<file path="config.mk">
export PLATFORM = sky130hd
export DESIGN_NAME = control_puertas
export DESIGN_NICKNAME = d
export VERILOG_FILES = /design/src/rtl/control_puertas.sv
export SDC_FILE = /design/constraint.sdc
export NUM_CORES = 1
export LEC_CHECK = 0
export ABC_AREA = 1
export CAP_MARGIN = 0
export CELL_PAD_IN_SITES_DETAIL_PLACEMENT = 0
export CELL_PAD_IN_SITES_GLOBAL_PLACEMENT = 1
export CORE_ASPECT_RATIO = 0.8
export CORE_MARGIN = 4
export CORE_UTILIZATION = 30
export CTS_BUF_LIST = sky130_fd_sc_hd__clkbuf_8
export DETAILED_ROUTE_END_ITERATION = 12
export GPL_ROUTABILITY_DRIVEN = 0
export PLACE_DENSITY = 0.75
export SYNTH_ARGS = -nofsm -noshare
export SYNTH_HDL_FRONTEND = slang
export SYNTH_SLANG_ARGS = --single-unit
</file>
<file path="constraint.sdc">
create_clock -name clk -period 3.3 [get_ports clk]
set_input_delay 0.66 -clock clk [delete_from_list [all_inputs] [get_ports clk]]
set_output_delay 0.66 -clock clk [all_outputs]
set_load 0.05 [all_outputs]
</file>
<file path="src/rtl/control_puertas.sv">
// Door sequencer and floor-request register for the 4-floor elevator; state and s update one cycle after inputs.
// Holds the motion algorithm via esperar while the door is not closed. Optional macro BOTON_ABRIR_EN adds the abrir door-open button.
module control_puertas #(
    parameter int T_PUERTA  = 4,
    parameter int T_ABIERTA = 16
) (
    input  logic       clk,
    input  logic       reset,
    input  logic [9:0] botones,
    input  logic [3:0] estado,
`ifdef BOTON_ABRIR_EN
    input  logic       abrir,
`endif
    output logic [9:0] s,
    output logic       esperar,
    output logic       puerta_abierta
);

    localparam int T_MAX = (T_PUERTA > T_ABIERTA) ? T_PUERTA : T_ABIERTA;
    localparam int TW    = $clog2(T_MAX + 1);
    localparam logic [TW-1:0] T_P   = TW'(T_PUERTA);
    localparam logic [TW-1:0] T_A   = TW'(T_ABIERTA);
    localparam logic [TW-1:0] T_UNO = TW'(1);

    typedef enum logic [1:0] {CERRADA, ABRIENDO, ABIERTA, CERRANDO} puerta_t;

    puerta_t       est, est_sig;
    logic [TW-1:0] tim, tim_sig;
    logic [9:0]    req;
    logic [9:0]    servir;
    logic [3:0]    piso_req;
    logic [1:0]    piso;
    logic          subiendo;
    logic          mas_alla;
    logic          hit;
    logic          abrir_ok;

    assign req      = s | botones;
    assign piso     = estado[1:0];
    assign subiendo = estado[2];

    assign piso_req[0] = req[0] | req[6];
    assign piso_req[1] = req[1] | req[2] | req[7];
    assign piso_req[2] = req[3] | req[4] | req[8];
    assign piso_req[3] = req[5] | req[9];

    // Any pending request on a floor further along the current direction.
    always_comb begin
        mas_alla = 1'b0;
        for (int i = 0; i < 4; i++) begin
            if (subiendo ? (i > int'(piso)) : (i < int'(piso)))
                mas_alla = mas_alla | piso_req[i];
        end
    end

    always_comb begin
        servir = '0;
        if (!estado[3]) begin
            servir[6 + int'(piso)] = 1'b1;
            case (piso)
                2'd0: servir[0] = 1'b1;
                2'd1: begin
                    if (subiendo) servir[2] = 1'b1;
                    else          servir[1] = 1'b1;
                    if (!mas_alla) begin
                        if (subiendo) servir[1] = 1'b1;
                        else          servir[2] = 1'b1;
                    end
                end
                2'd2: begin
                    if (subiendo) servir[4] = 1'b1;
                    else          servir[3] = 1'b1;
                    if (!mas_alla) begin
                        if (subiendo) servir[3] = 1'b1;
                        else          servir[4] = 1'b1;
                    end
                end
                default: servir[5] = 1'b1;
            endcase
        end
    end

    assign hit = |(botones & servir);

`ifdef BOTON_ABRIR_EN
    assign abrir_ok = abrir & ~estado[3];
`else
    assign abrir_ok = 1'b0;
`endif

    always_comb begin
        est_sig = est;
        tim_sig = tim;
        case (est)
            CERRADA: begin
                if (!estado[3] && ((|(servir & req)) || abrir_ok)) begin
                    est_sig = ABRIENDO;
                    tim_sig = T_P;
                end
            end
            ABRIENDO: begin
                if (tim == T_UNO) begin
                    est_sig = ABIERTA;
                    tim_sig = T_A;
                end else begin
                    tim_sig = tim - T_UNO;
                end
            end
            ABIERTA: begin
                if (hit || abrir_ok) begin
                    tim_sig = T_A;
                end else if (tim == T_UNO) begin
                    est_sig = CERRANDO;
                    tim_sig = T_P;
                end else begin
                    tim_sig = tim - T_UNO;
                end
            end
            default: begin
                if (hit || abrir_ok) begin
                    est_sig = ABRIENDO;
                    tim_sig = T_P;
                end else if (tim == T_UNO) begin
                    est_sig = CERRADA;
                    tim_sig = '0;
                end else begin
                    tim_sig = tim - T_UNO;
                end
            end
        endcase
    end

    always_ff @(posedge clk) begin
        if (reset) begin
            est <= CERRADA;
            tim <= '0;
            s   <= '0;
        end else begin
            est <= est_sig;
            tim <= tim_sig;
            s   <= (s | botones) & ~servir;
        end
    end

    assign esperar        = (est != CERRADA);
    assign puerta_abierta = (est == ABIERTA);

endmodule

</file>
==> results.yml <==
outcome:
  status: "finished clean"
sta:
  tightest_slew_ns: 0.507
  maxSlewHeadroom: 0.661
  hold_violations: 0
  setup_viol: 0
  final.min_clock_period_ns: 2.54
  skew_ns: 0.000716
  grt_setup_unrepaired: "no"
  max_freq_mhz: 393
  timing.final.crit_share: 0.771
  slew_viol_final: 0
  setup_tns_ns: 0
route:
  drtAntennaViolNets: 0
  wl_per_cell_um: 11.8
  firstDrtPassIters: 4
  vias: 1188
  wl_um: 3050
  vias_per_cell: 4.60
  drtIter0Drc: 87
  drc: 0
power:
  powerDensity_nw_per_um2: 674
  p_total_uw: 1040
  vdd_ir_drop_max_mv: 0.262
  leakage_uw: 0.000709
clock_network:
  cts_setup_buffers: 0
  ctsResizeCount: 0
  clk_latency_ns: 0.25
  cts_hold_buf: 0
  cts.sinks: 17
  cts_buffer_depth: 2
  numCtsBuffers: 3
  cts_tree: "done"
  cts_max_level: 1
  cts_root_buf: "clkbuf_8"
  path_clk_slew_ns: 0.07
synth:
  synth_area_leaders: "dfxtp_1, nand2_1, nor2_1"
  yosysWarnings: 0
  synth_top_area_frac: 0.291
  syn_inst: 176
  netlist_area_sq_um: 1170
  synth_cell_type_count: 28
  synth_edf_count: 0
  synth_seq_cells: 17
  ys_seq_area_frac: 0.291
  synth_flop_cell: "dfxtp_1"
  async_reset_ff_frac: 0
  synth_top_area_cell: "dfxtp_1"
  syn_avg_cell_area_sq_um: 6.64
  syn-num-nets: 198
finish:
  final_common_cell: "nand2_1"
  drive_gt1_frac: 0.131
  area_growth_pct: 32.2
  antenna_cells: 0
  final_nets: 229
  layout_common_cells: "nand2_1, clkdlybuf4s50_1, nor2_1, inv_1, dfxtp_1"
setup_path:
  critPathTopFamily: "buffers and inverters"
  crit_buf_inv: 3
  cp-end-kind: "primary output"
  max_stage_delay_ns: 0.84
  crit_top_cell: "inv_1"
  arrival_ns: 1.88
  cp-start-kind: "flop"
  cp_data_required_time_ns: 2.64
  path_depth: 4
  critical_path_class: "flop to primary output"
  cp_max_fo: 5
  rr_worst_depth: 14
  worst_path_max_delay_cell: "clkdlybuf4s50_1"
  path_cells: "inv_1, ha_1, inv_1, clkdlybuf4s50_1"
floorplan:
  io_pins: 28
  initial_utilization: 0.326
  die_x_um: 77.8
  core_sq_um: 3590
  fp.dieH_um: 63.8
  rows: 19
  die-area_sq_um: 4960
worst_hold_path:
  holdPathStages: 2
  min_path_type: "flop to flop"
job:
  max_cap_violations: 0
grt:
  antenna_found_initial: 0
  grt_max_degree: 12
  grt_pass1_wl_um: 5200
  grt_overflow: 0
  grt_pass1_vias: 1134
  grt_usage: 0.130
place:
  portBuffers: 27
  dp_hpwl_um: 2500
-- final cells by class --
cell class,count,area (sq um)
multi-input combinational,136,742
fill,380,2040
inverter,22,82.6
clock inverter,1,3.75
tap,52,65.1
sequential,17,340
clock buffer,3,41.3
timing repair buffer,27,270
-- worst register-to-register path, delay by kind of cell (launching register included) --
kind	cells	cell delay, ns
and+or+nand+nor	14	1.41
DFF	1	0.32
-- report_power, final --
| group | internal (uW) | total, uW | switching, uW |
|---|---|---|---|
| Combinational | 227 | 594 | 368 |
| Clock | 82.8 | 161 | 78.1 |
| Sequential | 251 | 287 | 35.7 |
-- cells by family after synthesis --
family                     after synthesis  synth area share
DFF                                     17             0.291
AOI/OAI and AO/OA                       20             0.111
xor gates and xnor gates                 3            0.0225
buffers and inverters                   23            0.0739
adders and majority gates                6            0.0642
and+or+nand+nor                        107             0.437
-- cells in the mapped netlist (all sizes together), types with 2 or more instances --
cell and number:
a211oi 4, a21oi 6, dfxtp 17, ha 6, inv 22, nand2 47, nand3 18, nand3b 3
nor2 29, nor3 8, o21ai 7, xnor2 2
-- metal layers --
metal / GRT usage / up-vias / part of all wire
li1: - / 632 / -
met1: 0.180 / 529 / 0.52
met2: 0.196 / 23 / 0.42
met3: 0.0337 / 4 / 0.042
met4: 0.0467 / 0 / 0.017
met5: 0 / - / 0
-- metrics by stage --
| stage | instances | area, sq um | setup WS, ns | util | hold slack, ns |
|---|---|---|---|---|---|
| after CTS | 258 | 1550 | 0.738 | 0.430 | 0.496 |
| final | 258 | 1550 | 0.757 | 0.430 | 0.493 |
| after detailed placement | 254 | 1500 | 0.643 | 0.418 | 0.485 |
| after global routing | 258 | 1550 | 0.658 | 0.430 | 0.528 |
| after global placement | 254 | 1500 | 0.704 | 0.418 | 0.478 |
| after floorplan | 176 | 1170 | 1.42 | - | 0.457 |
-- worst paths after layout --
path	from	endpoint	slack (ns)
max	est[0]	esperar	0.76
min	tim[1]	tim[1]	0.49
max reg2reg	s[7]	est[1]	1.46
min reg2reg	tim[1]	tim[1]	0.49
-- state kept, by name, indices dropped and copies added (netlist names) --
register and flops:
est 2, s 10, tim 5
Power figures use the tool's default switching activity.
